`config.mk`:
```
export PLATFORM = sky130hd
export DESIGN_NAME = gray_ptr_ctrl_flat
export DESIGN_NICKNAME = d
export VERILOG_FILES = /design/src/rtl/gray_pkg.sv /design/src/rtl/gray_ptr_ctrl_if.sv /design/src/rtl/gray_sync.sv /design/src/rtl/gray_ptr_ctrl.sv /design/src/flat_wrapper.sv
export SDC_FILE = /design/constraint.sdc
export NUM_CORES = 1
export LEC_CHECK = 0
export ABC_CLOCK_PERIOD_IN_PS = 2800
export BUFFER_PORTS_ARGS = -buffer_cell sky130_fd_sc_hd__buf_4
export CORE_MARGIN = 4
export CORE_UTILIZATION = 51
export CTS_BUF_LIST = sky130_fd_sc_hd__clkbuf_16
export DETAILED_ROUTE_END_ITERATION = 10
export PLACE_DENSITY = 0.81
export SYNTH_ARGS = -nofsm -noshare
export SYNTH_HDL_FRONTEND = slang
export SYNTH_SLANG_ARGS = --single-unit
```
`constraint.sdc`:
```
create_clock -name clk -period 2.8 [get_ports clk]
set_input_delay 0.56 -clock clk [delete_from_list [all_inputs] [get_ports clk]]
set_output_delay 0.56 -clock clk [all_outputs]
set_load 0.01 [all_outputs]
```
`src/rtl/gray_pkg.sv`:
```
// Shared helpers for the Gray-coded FIFO pointer controllers: side selectors and
// width-generic binary/Gray conversion (operands are zero-extended to GRAY_MAX_W).
package gray_pkg;

  localparam int SIDE_WR = 0;
  localparam int SIDE_RD = 1;

  localparam int GRAY_MAX_W = 32;
  typedef logic [GRAY_MAX_W-1:0] gray_word_t;

  function automatic gray_word_t bin2gray(input gray_word_t b);
    return b ^ (b >> 1);
  endfunction

  // Prefix XOR from the MSB down; bits at or above w are treated as absent.
  function automatic gray_word_t gray2bin(input gray_word_t g, input int w);
    gray_word_t b;
    logic       acc;
    b   = '0;
    acc = 1'b0;
    for (int i = GRAY_MAX_W - 1; i >= 0; i--) begin
      if (i < w) begin
        acc  = acc ^ g[i];
        b[i] = acc;
      end
    end
    return b;
  endfunction

endpackage

```
`src/rtl/gray_ptr_ctrl_if.sv`:
```
// Per-side FIFO pointer bundle: the FIFO logic is the master, the pointer
// controller the slave.
interface gray_ptr_ctrl_if #(
  parameter int ADDR_W = 4
);

  logic              inc_req;
  logic              inc_ok;
  logic [ADDR_W:0]   remote_gray;
  logic [ADDR_W-1:0] bin_addr;
  logic [ADDR_W:0]   bin_ptr;
  logic [ADDR_W:0]   gray_ptr;
  logic              flag;
  logic [ADDR_W:0]   level;
  logic              almost;

  modport master (
    output inc_req, remote_gray,
    input  inc_ok, bin_addr, bin_ptr, gray_ptr, flag, level, almost
  );

  modport slave (
    input  inc_req, remote_gray,
    output inc_ok, bin_addr, bin_ptr, gray_ptr, flag, level, almost
  );

endinterface

```
`src/rtl/gray_sync.sv`:
```
// Plain flop chain carrying the remote Gray pointer into the local clock domain.
// Gray coding guarantees at most one bit is in flight per remote step.
module gray_sync #(
  parameter int W      = 5,
  parameter int STAGES = 2
) (
  input  logic         clk,
  input  logic         rst,
  input  logic [W-1:0] d,
  output logic [W-1:0] q
);

  logic [W-1:0] chain [STAGES];

  always_ff @(posedge clk) begin
    if (rst) begin
      // NOTE: every stage is cleared, not just the last one, so no stale remote
      // pointer can ripple out after reset and fake an occupancy.
      for (int i = 0; i < STAGES; i++) chain[i] <= '0;
    end else begin
      // NOTE: non-blocking assignments make each stage take its neighbour's old
      // value, giving a true STAGES-deep delay line.
      chain[0] <= d;
      for (int i = 1; i < STAGES; i++) chain[i] <= chain[i-1];
    end
  end

  assign q = chain[STAGES-1];

endmodule

```
`src/rtl/gray_ptr_ctrl.sv`:
```
// Gray-coded FIFO pointer controller for one FIFO side (SIDE_WR -> full, SIDE_RD -> empty).
// Optional occupancy/almost outputs are built when GRAY_PTR_LEVEL_EN is defined.
module gray_ptr_ctrl
  import gray_pkg::*;
#(
  parameter int ADDR_W      = 4,
  parameter int SIDE        = SIDE_WR,
  parameter int SYNC_STAGES = 2,
  parameter int ALMOST_TH   = 2
) (
  input logic              clk,
  input logic              rst,
  gray_ptr_ctrl_if.slave   bus
);

  localparam int PW = ADDR_W + 1;
  // Full means the remote pointer is exactly one lap behind: in Gray code that is
  // the top two bits inverted and the rest equal.
  localparam logic [PW-1:0] FULL_MASK = PW'(3) << (ADDR_W - 1);

  logic [PW-1:0] bin_q, gray_q;
  logic [PW-1:0] bin_nxt, gray_nxt;
  logic [PW-1:0] rsync;
  logic          flag_q, flag_nxt;
  logic [PW-1:0] level_q, level_nxt;
  logic          almost_q, almost_nxt;
  logic          inc_ok;

  gray_sync #(
    .W      (PW),
    .STAGES (SYNC_STAGES)
  ) u_remote_sync (
    .clk (clk),
    .rst (rst),
    .d   (bus.remote_gray),
    .q   (rsync)
  );

  assign inc_ok = bus.inc_req & ~flag_q;

  // Flag looks at the next local pointer so it is already right the cycle after an increment.
  always_comb begin
    // NOTE: every output of this block gets a default first, so no path can
    // leave one unassigned and infer a latch.
    bin_nxt  = bin_q;
    flag_nxt = 1'b0;
    if (inc_ok) bin_nxt = bin_q + PW'(1);
    gray_nxt = PW'(bin2gray(gray_word_t'(bin_nxt)));
    if (SIDE == SIDE_WR) flag_nxt = (gray_nxt == (rsync ^ FULL_MASK));
    else                 flag_nxt = (gray_nxt == rsync);
  end

`ifdef GRAY_PTR_LEVEL_EN
  localparam int ALMOST_FULL_LVL = (1 << ADDR_W) - ALMOST_TH;

  logic [PW-1:0] rbin;

  always_comb begin
    level_nxt  = '0;
    almost_nxt = 1'b0;
    rbin       = PW'(gray2bin(gray_word_t'(rsync), PW));
    if (SIDE == SIDE_WR) begin
      level_nxt  = bin_nxt - rbin;
      almost_nxt = (32'(level_nxt) >= 32'(ALMOST_FULL_LVL));
    end else begin
      level_nxt  = rbin - bin_nxt;
      almost_nxt = (32'(level_nxt) <= 32'(ALMOST_TH));
    end
  end
`else
  assign level_nxt  = '0;
  assign almost_nxt = 1'b0;
`endif

  always_ff @(posedge clk) begin
    if (rst) begin
      bin_q    <= '0;
      gray_q   <= '0;
      flag_q   <= (SIDE == SIDE_RD);
      level_q  <= '0;
      almost_q <= 1'b0;
    end else begin
      bin_q    <= bin_nxt;
      gray_q   <= gray_nxt;
      flag_q   <= flag_nxt;
      level_q  <= level_nxt;
      almost_q <= almost_nxt;
    end
  end

  assign bus.inc_ok   = inc_ok;
  assign bus.bin_addr = bin_q[ADDR_W-1:0];
  assign bus.bin_ptr  = bin_q;
  assign bus.gray_ptr = gray_q;
  assign bus.flag     = flag_q;
  assign bus.level    = level_q;
  assign bus.almost   = almost_q;

endmodule

```
`src/flat_wrapper.sv`:
```
// flat-port wrapper written by rule: the top's interface ports become plain ports
module gray_ptr_ctrl_flat import gray_pkg::*;
#(
  parameter int ADDR_W      = 4,
  parameter int SIDE        = SIDE_WR,
  parameter int SYNC_STAGES = 2,
  parameter int ALMOST_TH   = 2
)
  (clk, rst, bus_inc_req, bus_remote_gray, bus_inc_ok, bus_bin_addr, bus_bin_ptr, bus_gray_ptr, bus_flag, bus_level, bus_almost);
  gray_ptr_ctrl_if #(.ADDR_W(ADDR_W)) bus_i ();
  input logic clk;
  input logic rst;
  input wire logic [$bits(bus_i.inc_req)-1:0] bus_inc_req;
  input wire logic [$bits(bus_i.remote_gray)-1:0] bus_remote_gray;
  output wire logic [$bits(bus_i.inc_ok)-1:0] bus_inc_ok;
  output wire logic [$bits(bus_i.bin_addr)-1:0] bus_bin_addr;
  output wire logic [$bits(bus_i.bin_ptr)-1:0] bus_bin_ptr;
  output wire logic [$bits(bus_i.gray_ptr)-1:0] bus_gray_ptr;
  output wire logic [$bits(bus_i.flag)-1:0] bus_flag;
  output wire logic [$bits(bus_i.level)-1:0] bus_level;
  output wire logic [$bits(bus_i.almost)-1:0] bus_almost;
  assign bus_i.inc_req = bus_inc_req;
  assign bus_i.remote_gray = bus_remote_gray;
  assign bus_inc_ok = bus_i.inc_ok;
  assign bus_bin_addr = bus_i.bin_addr;
  assign bus_bin_ptr = bus_i.bin_ptr;
  assign bus_gray_ptr = bus_i.gray_ptr;
  assign bus_flag = bus_i.flag;
  assign bus_level = bus_i.level;
  assign bus_almost = bus_i.almost;
  gray_ptr_ctrl #(.ADDR_W(ADDR_W), .SIDE(SIDE), .SYNC_STAGES(SYNC_STAGES), .ALMOST_TH(ALMOST_TH)) u_core (.clk(clk), .rst(rst), .bus(bus_i));
endmodule
```
# == Word-level counts from Yosys, hierarchy flattened ==
# Memories as Yosys holds them, arrays and structs flattened.
# Index checks and enable logic that the tools add are counted.
# classes
n_eq_ne,1
mux,6
n_addsub,1
bitwise,6
# op_table
op,n
$mux W5,3
$add A5 B1 Y5 const B,1
$eq A5 B5 Y1,1
$xor A5 B4 Y5,1
$mux W1,3
$not A2 Y2,1
$or A1 B1 Y1,2
$and A1 B1 Y1,1
$not A1 Y1,1
# word_totals
ramBits,10
mem_count,1
reg_bits,11
input_bits,8
output_inout_bits,22
word_cells,18
# memory_table
name,words,word_bits,rd,rd_ports_with_merged_regs,write_ports,line,source
u_core.u_remote_sync.chain,2,5,2,0,2,gray_sync.sv:13,logic [W-1:0] chain [STAGES];

# == Logic depth before layout (Yosys ltp) ==
# Gate-level depths: netlist (run 1).
# depth
ltp_word,5
depth_mapped,6
depth_no_buf,6

# == Cells and area by module ==
# Synthesis (run 1) repeated with hierarchy kept, for this count alone.
# hier_totals
hier_cells,87
area_unflattened_um2,905.9
# modules_own_cells
mod,seq_area_each_um2,cells_each,area_per_inst_um2,n_inst
gray_ptr_ctrl,200.2,62,605.6,1
gray_sync,200.2,25,300.3,1

# == Least setup slack after synthesis (run 1) ==
# No wires, ideal clock.
# synth_path
path_kind,input -> register
from,in bus_inc_req
to,reg u_core.flag_q (netlist: u_core.bus.flag)
required_time_ps,2697
slack_ps,755
arrival_time_ps,1942
cell_stages,6
setup_time_ps,103
n_path_buf,1
cell_sequence,nor2b_4 buf_6 and4_4 xnor3_1 or3_1 a2111oi_2
# synth_between
elab_chain_cells,4
# synth_lines
element,line,source
from (decl),flat_wrapper.sv:13,input wire logic [$bits(bus_i.inc_req)-1:0] bus_inc_req;
$and A1 B1 Y1,gray_ptr_ctrl.sv:39,assign inc_ok = bus.inc_req & ~flag_q;
named net bus_inc_ok,flat_wrapper.sv:15,output wire logic [$bits(bus_i.inc_ok)-1:0] bus_inc_ok;
$mux W5,gray_ptr_ctrl.sv:47,if (inc_ok) bin_nxt = bin_q + PW'(1);
$xor A5 B4 Y5,gray_pkg.sv:12,return b ^ (b >> 1);
$eq A5 B5 Y1,gray_ptr_ctrl.sv:49,if (SIDE == SIDE_WR) flag_nxt = (gray_nxt == (rsync ^ FULL_MASK));
to (signal assigned),gray_ptr_ctrl.sv:79,flag_q <= (SIDE == SIDE_RD);
to (signal assigned),gray_ptr_ctrl.sv:85,flag_q <= flag_nxt;
to (decl),gray_ptr_ctrl.sv:24,"logic flag_q, flag_nxt;"
# The timed path passes the listed nets, and every way through them passes these cells.
# A chain may end at the register's enable or synchronous reset.

# == Final worst setup path (run 1) ==
# layout_path
from,reg u_core.bin_q[0] (netlist: u_core.bus.bin_ptr[0])
to,reg u_core.flag_q (netlist: u_core.bus.flag)
# layout_between
elab_chain_cells,4
# layout_lines
element,line,source
from (decl),gray_ptr_ctrl.sv:21,"logic [PW-1:0] bin_q, gray_q;"
from (signal assigned),gray_ptr_ctrl.sv:83,bin_q <= bin_nxt;
$add A5 B1 Y5,gray_ptr_ctrl.sv:47,
$mux W5 *,gray_ptr_ctrl.sv:47,
$xor A5 B4 Y5 *,gray_pkg.sv:12,
$eq A5 B5 Y1 *,gray_ptr_ctrl.sv:49,
# Every way passes the cells marked *; elsewhere a longest branch is shown, timed or not.

==> results of run 1 <==
cell type report:
cell class	instances	area [um2]
clock buffers	3	75.1
flip-flops and latches	20	400
multi-input cells	52	378
inverters	1	3.75
fillers	129	509
well taps	16	20.0
repair buffers	23	173
metal layers:
layer	global-route usage, %	vias to the layer above	part of all wire [%]
li1	-	279	-
met1	13.6	256	38
met2	21.7	19	52
met3	3.98	2	7.3
met4	8.06	0	2.0
met5	0	-	0
kinds of logic (layout without fill, tap and decap cells):
family | count (synthesis) | in the layout | synth area share [%]
and+or+nand+nor | 28 | 28 | 18.8
DFF | 20 | 20 | 46.3
buffers and inverters | 15 | 27 | 12.2
xor gates and xnor gates | 11 | 11 | 14.5
AOI/OAI and AO/OA | 3 | 3 | 2.89
muxes | 3 | 3 | 3.47
adders and majority gates | 1 | 1 | 1.45
other | 1 | 6 | 0.434
report_power, final:
part           switching, uW  internal [uW]
Sequential              9.08            299
Combinational           40.2           42.4
Clock                   93.9            188
path summary, 6_finish.rpt:
kind	start	slack [ns]	depth (start not counted)	end
setup / recovery	u_core.bus.bin_ptr[0]	0.81	5	u_core.bus.flag
hold / removal	u_core.u_remote_sync.chain[0][3]	0.44	1	u_core.u_remote_sync.chain[0][8]
setup reg to reg	u_core.bus.bin_ptr[0]	0.81	5	u_core.bus.flag
hold reg to reg	u_core.u_remote_sync.chain[0][3]	0.44	1	u_core.u_remote_sync.chain[0][8]
metrics by stage:
stage	cell area [um2]	utilization (%)	std cells	setup WS (ns)
global placement	975	62.5	112	0.672
global route	1050	67.3	115	0.629
finish	1050	67.3	115	0.809
detailed placement	975	62.5	112	0.624
floorplan	883	-	87	0.755
CTS	1050	67.3	115	0.792
synth_stat cells, drive strengths merged:
cell	instances	share of area (%)
a2111oi	1	1.7
a21oi	1	0.58
and2	1	0.72
and3	1	0.72
and4	1	1.3
buf	12	11
clkbuf	2	0.87
conb	1	0.43
dfxtp	20	46
ha	1	1.4
inv	1	0.43
mux2i	3	3.5
nand2	1	0.43
nand3	1	0.58
nand3b	1	0.87
nor2	9	3.9
nor2b	11	8.8
o21ai	1	0.58
or3	2	1.4
xnor2	7	7.1
xnor3	2	5.4
xor2	2	2.0
sequential cells by signal (all words and copies together) (netlist names):
signal,flops
u_core.bus.bin_ptr,4
u_core.bus.gray_ptr,5
u_core.u_remote_sync.chain,10
u_core.bus.flag,1
critical path, cell delays in order (launching register included):
cell	delay, ns
dfxtp_1	0.46
ha_1	0.29
mux2i_1	0.32
xor2_1	0.13
or3_1	0.34
a2111oi_2	0.35
==> flow_metrics.env, run 1 <==
export IMPL_endpoint_kind="register"
export IMPL_tns_ns=0
export IMPL_drt_pass1_iter_count=2
export IMPL_num_rows=14
export IMPL_die_y_um=49.2
export IMPL_synth_area_um2=865
export IMPL_hold_ws_ns=0.437
export IMPL_clockBufferDepth=2
export IMPL_insertion_delay_ns=0.25
export IMPL_fp_dieW_um=49.2
export IMPL_hold_violations=0
export IMPL_pin_count=30
export IMPL_grt_pass1_vias=515
export IMPL_period_minus_slack_ns=1.99
export IMPL_cellPowerDensity_mw_per_mm2=641
export IMPL_n_antenna_cell=0
export IMPL_hp_class="register to register"
export IMPL_gp_congestion=0.797
export IMPL_cts_tree="done"
export IMPL_drt_iter0_drc=1
export IMPL_worst_setup_path_type="register to register"
export IMPL_start_util_pct=55.5
export IMPL_synth_seq_area_share_pct=46.3
export IMPL_fp_dieArea_mm2=0.00242
export IMPL_layout_common_cells="buf_4, dfxtp_1, nor2b_1"
export IMPL_grt_pass1_wl_mm=2.33
export IMPL_post_cts_resized=0
export IMPL_wire_per_inst_um=12.1
export IMPL_dp_hpwl_mm=1.05
export IMPL_fin_worst_skew_ns=0.00115
export IMPL_postRouteAntennaNets=0
export IMPL_outcome="finished clean"
export IMPL_synthCells=82
export IMPL_fmax_mhz=502
export IMPL_vias_per_cell=4.83
export IMPL_ys_types=25
export IMPL_cts_buffers=3
export IMPL_core_area_mm2=0.00156
export IMPL_drive_gt1_share_pct=30.3
export IMPL_leakage_uw=0.000484
export IMPL_grt_max_degree=21
export IMPL_clkTransAtPathRegs_ns=0.05
export IMPL_final_common_cell="buf_4"
export IMPL_yosys_warnings=0
export IMPL_drt_total_wl_mm=1.40
export IMPL_hold_buffers=0
export IMPL_fin_crit_sh_pct=71.1
export IMPL_drc=0
export IMPL_start_kind="register"
export IMPL_ys_ff_latch=20
export IMPL_port_buffers=23
export IMPL_gr_total_overflow=0
export IMPL_grt_usage_pct=12.8
export IMPL_h_tree_depth=1
export IMPL_crit_required_ns=2.94
export IMPL_setup_viol=0
export IMPL_post_cts_setup_buffers=0
export IMPL_fin_nets=110
export IMPL_clock_sinks=20
export IMPL_cp_max_fo=6
export IMPL_root_buffer="clkbuf_16"
export IMPL_maxCapViolCount=0
export IMPL_syn_area_per_cell_um2=10.5
export IMPL_rsz0062_at_grt="false"
export IMPL_synthToLayoutAreaGrowth_pct=21.4
export IMPL_cp_arrival_ns=2.14
export IMPL_vdd_drop_max_v=0.000451
export IMPL_antenna_found_initial=0
export IMPL_maxSlewViolCount=0
export IMPL_vias=556
export IMPL_p_total_uw=673
No activity file was read; power rests on OpenSTA's default activity.
==> run 2: changes to the inputs <==
- ABC_CLOCK_PERIOD_IN_PS: 2800 -> 1720
- CORE_UTILIZATION: 51 -> 43
- PLACE_DENSITY: 0.81 -> 0.73
- clock period: 2.8 -> 1.72 ns (I/O delays scaled with it)
==> run 2 against run 1 <==
  * Flip-flop and latch count did not move
  * Hold slack got worse by 0.13 ns
  * Highest routed layer is now met3
  * Setup slack lost 0.78 ns
  * Final area rose by 15%
  * Sequential share of layout area is 4.7 points lower
  * Global-route usage shrank 0.82 points
  * Critical path type unchanged
  * Core utilization down 0.88 points
  * Final cell count up 18%
==> flow_metrics.env, run 2 (synthesis gave the netlist of run 1 again) <==
export IMPL_grt_max_degree=21
export IMPL_gp_congestion=0.783
export IMPL_die_y_um=52.8
export IMPL_grtUsageMet3_pct=5.13
export IMPL_rsz0062_at_grt="true"
export IMPL_antenna_found_initial=0
export IMPL_outcome="finished clean"
export IMPL_vias_per_cell=4.46
export IMPL_clkTransAtPathRegs_ns=0.05
export IMPL_period_minus_slack_ns=1.69
export IMPL_critPathMaxStageDelay_ns=0.38
export IMPL_drt_total_wl_mm=1.56
export IMPL_hold_violations=0
export IMPL_gr_total_overflow=0
export IMPL_vdd_drop_max_v=0.000859
export IMPL_crit_required_ns=1.87
export IMPL_drive_gt1_share_pct=43.2
export IMPL_drt_pass1_iter_count=2
export IMPL_drc=0
export IMPL_final_core_util_pct=66.5
export IMPL_hold_buffers=0
export IMPL_crit_chain="nor2b_4, buf_6, mux2i_4, xor2_1, or3_4, a2111oi_4"
export IMPL_hp_class="primary input to register"
export IMPL_layout_common_cells="buf_4, dfxtp_1, nor2b_1"
export IMPL_fp_dieW_um=52.8
export IMPL_fillCellCount=144
export IMPL_cts_tree="done"
export IMPL_fp_dieArea_mm2=0.00279
export IMPL_endpoint_kind="register"
export IMPL_insertion_delay_ns=0.25
export IMPL_wire_per_inst_um=11.5
export IMPL_worst_setup_path_type="register to register"
export IMPL_multi_input_area_um2=425
export IMPL_postRouteAntennaNets=0
export IMPL_n_antenna_cell=0
export IMPL_tns_ns=0
export IMPL_h_tree_depth=1
export IMPL_fin_nets=121
export IMPL_maxCapViolCount=0
export IMPL_fin_crit_sh_pct=98.3
export IMPL_setup_viol=0
export IMPL_cp_max_fo=3
export IMPL_grt_pass1_vias=581
export IMPL_maxSlewViolCount=0
export IMPL_start_util_pct=47.5
export IMPL_gr_usage_met2_pct=21.7
export IMPL_cp_slowest_cell="or3_4"
export IMPL_drt_iter0_drc=4
export IMPL_start_kind="register"
export IMPL_cp_top_family="simple AND/OR/NAND/NOR gates"
export IMPL_fin_worst_skew_ns=0.00145
export IMPL_grt_pass1_wl_mm=2.40
export IMPL_clock_sinks=20
export IMPL_p_total_uw=1160
export IMPL_port_buffers=23
export IMPL_clockBufferDepth=2
export IMPL_top_register="u_core.u_remote_sync.chain"
export IMPL_use_met1_pct=12.7
export IMPL_dp_hpwl_mm=1.08
export IMPL_grt_busiest_layer="met2"
export IMPL_largest_reg_flops=10
export IMPL_fmax_mhz=591
export IMPL_cp_arrival_ns=1.84
export IMPL_seq_area_um2=404
export IMPL_num_rows=15
export IMPL_cts_buffers=3
export IMPL_core_area_mm2=0.00182
export IMPL_grt_usage_pct=12.0
export IMPL_pin_count=30
export IMPL_leakage_uw=0.000543
export IMPL_cellPowerDensity_mw_per_mm2=959
export IMPL_final_common_cell="buf_4"
export IMPL_crit_buf_inv=1
export IMPL_root_buffer="clkbuf_16"
export IMPL_synthToLayoutAreaGrowth_pct=39.9
export IMPL_vias=607
## run 2: cell types whose count changed in the layout (fill, tap and decap cells not counted), sizes merged
cell	delta
buf	+11
clkinv	+1
## run 2: cell type report
cell class | count | area share (%)
clock buffers | 3 | 6.20
clock inverters | 1 | 0.310
inverters | 1 | 0.310
multi-input cells | 52 | 35.2
flip-flops and latches | 20 | 33.4
well taps | 25 | 2.59
repair buffers | 34 | 22.0
## run 2: final timing paths
path	from	to	slack, ns	cells after the start
worst min-delay path	bus_remote_gray[2]	u_core.u_remote_sync.chain[0][2]	0.30	2
worst max-delay path	u_core.bus.flag	u_core.bus.flag	0.03	6
worst min register to register	u_core.u_remote_sync.chain[0][3]	u_core.u_remote_sync.chain[0][8]	0.43	1
worst max register to register	u_core.bus.flag	u_core.bus.flag	0.03	6
## run 2: power breakdown
group          switching [uW]  internal [uW]  leakage, uW  total [uW]
registers                11.0            488     0.000165         499
clock network             155            309    0.0000385         464
logic                    87.6            110     0.000340         197
total                     254            907     0.000543        1160
## run 2: metrics by stage
stage | worst slack [ns] | hold WS, ns | instances | instance area, um2
floorplan | -0.0239 | 0.414 | 87 | 891
global placement | -0.0324 | 0.418 | 128 | 1050
detailed placement | -0.0969 | 0.422 | 128 | 1050
CTS | 0.00471 | 0.302 | 134 | 1150
global route | -0.0337 | 0.312 | 136 | 1210
finish | 0.0284 | 0.303 | 136 | 1210
## run 2: worst reg2reg max path, delay by kind of cell (launching register included)
family | cells | cell delay (ns)
buf+inv | 1 | 0.12
xor+xnor | 1 | 0.10
compound gates | 1 | 0.28
mux | 1 | 0.23
flops | 1 | 0.34
simple gates | 2 | 0.51
## run 2: per-layer routing
layer	part of all wire, %	routed length, um
met3	9.4	147
met5	0	0
met2	50	778
met4	0	0
met1	41	633
## run 2: what timing repair did
item,CTS,global route
resized for setup,2,6
pin swaps,4,4
buffers inserted,2,2
endpoints found under the setup margin,1,1
==> run 3: changes to the inputs <==
- PLACE_DENSITY: 0.73 -> 0.72
- SYNTH_HIERARCHICAL: unset -> 1
==> run 3 against run 2 <==
  * Register-to-register slack about the same
  * Global-route usage down 1.5 points
  * Non-clock buffer count unchanged
  * Die area increased by 4.1%
  * Hold slack hardly changed
  * Critical path type unchanged
==> flow_metrics.env, run 3 <==
export IMPL_cp_max_fo=3
export IMPL_pin_count=30
export IMPL_synthToLayoutAreaGrowth_pct=29.4
export IMPL_root_buffer="clkbuf_16"
export IMPL_drive_gt1_share_pct=39.6
export IMPL_cellPowerDensity_mw_per_mm2=958
export IMPL_antenna_found_initial=0
export IMPL_grt_usage_pct=10.5
export IMPL_fin_crit_sh_pct=98.8
export IMPL_vdd_drop_max_v=0.000580
export IMPL_vias=594
export IMPL_postRouteAntennaNets=0
export IMPL_clock_sinks=20
export IMPL_fin_cells=138
export IMPL_gr_total_overflow=0
export IMPL_drt_pass1_iter_count=4
export IMPL_synth_edf_count=0
export IMPL_start_kind="register"
export IMPL_clkTransAtPathRegs_ns=0.05
export IMPL_endpoint_kind="register"
export IMPL_num_rows=16
export IMPL_setup_viol=0
export IMPL_wire_per_inst_um=10.5
export IMPL_hp_class="primary input to register"
export IMPL_async_flop_share_pct=0
export IMPL_dp_hpwl_mm=1.02
export IMPL_fmax_mhz=588
export IMPL_largest_reg_flops=10
export IMPL_synth_seq_area_share_pct=44.2
export IMPL_top_register="u_core/u_remote_sync/chain"
export IMPL_gp_congestion=0.693
export IMPL_layout_common_cells="buf_4, dfxtp_1, nor2b_1"
export IMPL_rsz0062_at_grt="true"
export IMPL_fp_dieArea_mm2=0.00291
export IMPL_fin_worst_skew_ns=0.00141
export IMPL_vias_per_cell=4.30
export IMPL_dp_cells=133
export IMPL_cts_tree="done"
export IMPL_final_common_cell="buf_4"
export IMPL_port_buffers=23
export IMPL_synthCells=87
export IMPL_drt_total_wl_mm=1.45
export IMPL_hold_buffers=0
export IMPL_die_y_um=53.9
export IMPL_cts_buffers=3
export IMPL_place_area_mm2=0.00106
export IMPL_netlist_area_leader_share_pct=44.2
export IMPL_clockBufferDepth=2
export IMPL_drc=0
export IMPL_leakage_uw=0.000548
export IMPL_fillCellCount=177
export IMPL_cp_arrival_ns=1.85
export IMPL_h_tree_depth=1
export IMPL_crit_required_ns=1.87
export IMPL_n_antenna_cell=0
export IMPL_yosys_warnings=6
export IMPL_grt_max_degree=22
export IMPL_ys_types=25
export IMPL_ys_ff_latch=20
export IMPL_drt_iter0_drc=14
export IMPL_synth_most_common_cell="dfxtp_1"
export IMPL_worst_setup_path_type="register to register"
export IMPL_grt_pass1_vias=491
export IMPL_synthFlopType="dfxtp_1"
export IMPL_insertion_delay_ns=0.25
export IMPL_maxCapViolCount=0
export IMPL_period_minus_slack_ns=1.70
export IMPL_synth_top_area_cell="dfxtp_1"
export IMPL_fin_nets=122
export IMPL_grt_pass1_wl_mm=2.06
export IMPL_start_util_pct=45.7
export IMPL_synth_area_um2=906
export IMPL_maxSlewViolCount=0
export IMPL_syn_area_per_cell_um2=10.4
export IMPL_hold_violations=0
export IMPL_final_area_mm2=0.00117
export IMPL_core_area_mm2=0.00198
export IMPL_synth_area_leaders="dfxtp_1, buf_4, nor2b_1"
export IMPL_outcome="finished clean"
export IMPL_fp_dieW_um=53.9
export IMPL_yosys_top_cells_count="dfxtp_1, buf_4, nor2b_1"
## run 3: cell count changes after synthesis, sizes merged
| cell | delta |
|---|---|
| and2 | -1 |
| and3 | -1 |
| buf | +5 |
| clkbuf | -1 |
| mux2i | -1 |
| nand2b | +1 |
| nand4 | +1 |
| nor2b | +1 |
| or3 | -1 |
| xnor2 | -1 |
| xnor3 | -1 |
| xor2 | +3 |
| xor3 | +1 |
## run 3: path summary, 6_finish.rpt
| check | slack [ns] | start | depth (start not counted) | end |
|---|---|---|---|---|
| max | 0.02 | u_core/bus.bin_ptr[1] | 7 | u_core/bus.flag |
| min | 0.30 | bus_remote_gray[0] | 2 | u_core/u_remote_sync/chain[0][0] |
| max reg2reg | 0.02 | u_core/bus.bin_ptr[1] | 7 | u_core/bus.flag |
| min reg2reg | 0.43 | u_core/u_remote_sync/chain[0][4] | 1 | u_core/u_remote_sync/chain[0][9] |
## run 3: worst max-delay path, stage by stage (launching register included)
cell and delay (ns):
dfxtp_2 0.34, ha_4 0.17, buf_4 0.12, xor2_1 0.13
mux2i_1 0.16, xor2_1 0.28, xnor2_1 0.13, a2111oi_2 0.27
## run 3: layout make-up
| cell class | count | area, um2 | share of cell area (%) |
|---|---|---|---|
| inverters | 1 | 3.75 | 0.320 |
| multi-input cells | 53 | 402 | 34.3 |
| well taps | 27 | 33.8 | 2.88 |
| repair buffers | 34 | 255 | 21.8 |
| flip-flops and latches | 20 | 403 | 34.4 |
| clock buffers | 3 | 75.1 | 6.40 |
## run 3: logic make-up (layout without fill, tap and decap cells)
| kind of cell | after synthesis | count (layout) | synth area share [%] |
|---|---|---|---|
| XOR/XNOR | 13 | 13 | 15.7 |
| AND/OR/NAND/NOR | 28 | 28 | 18.0 |
| AO/OA/AOI/OAI | 3 | 3 | 2.76 |
| multiplexers | 2 | 2 | 2.21 |
| flip-flops | 20 | 20 | 44.2 |
| other | 1 | 6 | 0.414 |
| buffers and inverters | 19 | 38 | 15.3 |
| adder cells (fa/ha/maj) | 1 | 1 | 1.38 |
## run 3: report_power, final
group | total, uW | switching, uW | internal [uW]
registers | 498 | 10.6 | 487
clock network | 463 | 157 | 306
logic | 163 | 72.0 | 90.7
## run 3: through the flow
stage	TNS [ns]	hold WS, ns	setup slack [ns]	util, %	total power (uW)
after global routing	-0.0830	0.303	-0.0830	59.2	1170
after global placement	-0.0534	0.417	-0.0534	53.7	653
after floorplan	-0.0636	0.414	-0.0636	-	611
after CTS	0	0.301	0.000137	57.5	1120
after detailed placement	-0.0947	0.423	-0.0947	53.7	655
final	0	0.303	0.0203	59.2	1120
## run 3: repair_timing
action / in CTS / in global routing
pin swaps: 1 / 7
buffers inserted: 0 / 2
resized for setup: 0 / 5
setup endpoints to repair: 1 / 1
## run 3: metal layers
| metal | vias up | share of wire (%) | global-route usage, % |
|---|---|---|---|
| met1 | 263 | 43 | 12.4 |
| met4 | 0 | 2.1 | 8.94 |
| met2 | 25 | 45 | 14.5 |
| li1 | 303 | - | - |
| met5 | - | 0 | 0 |
| met3 | 3 | 9.6 | 4.16 |
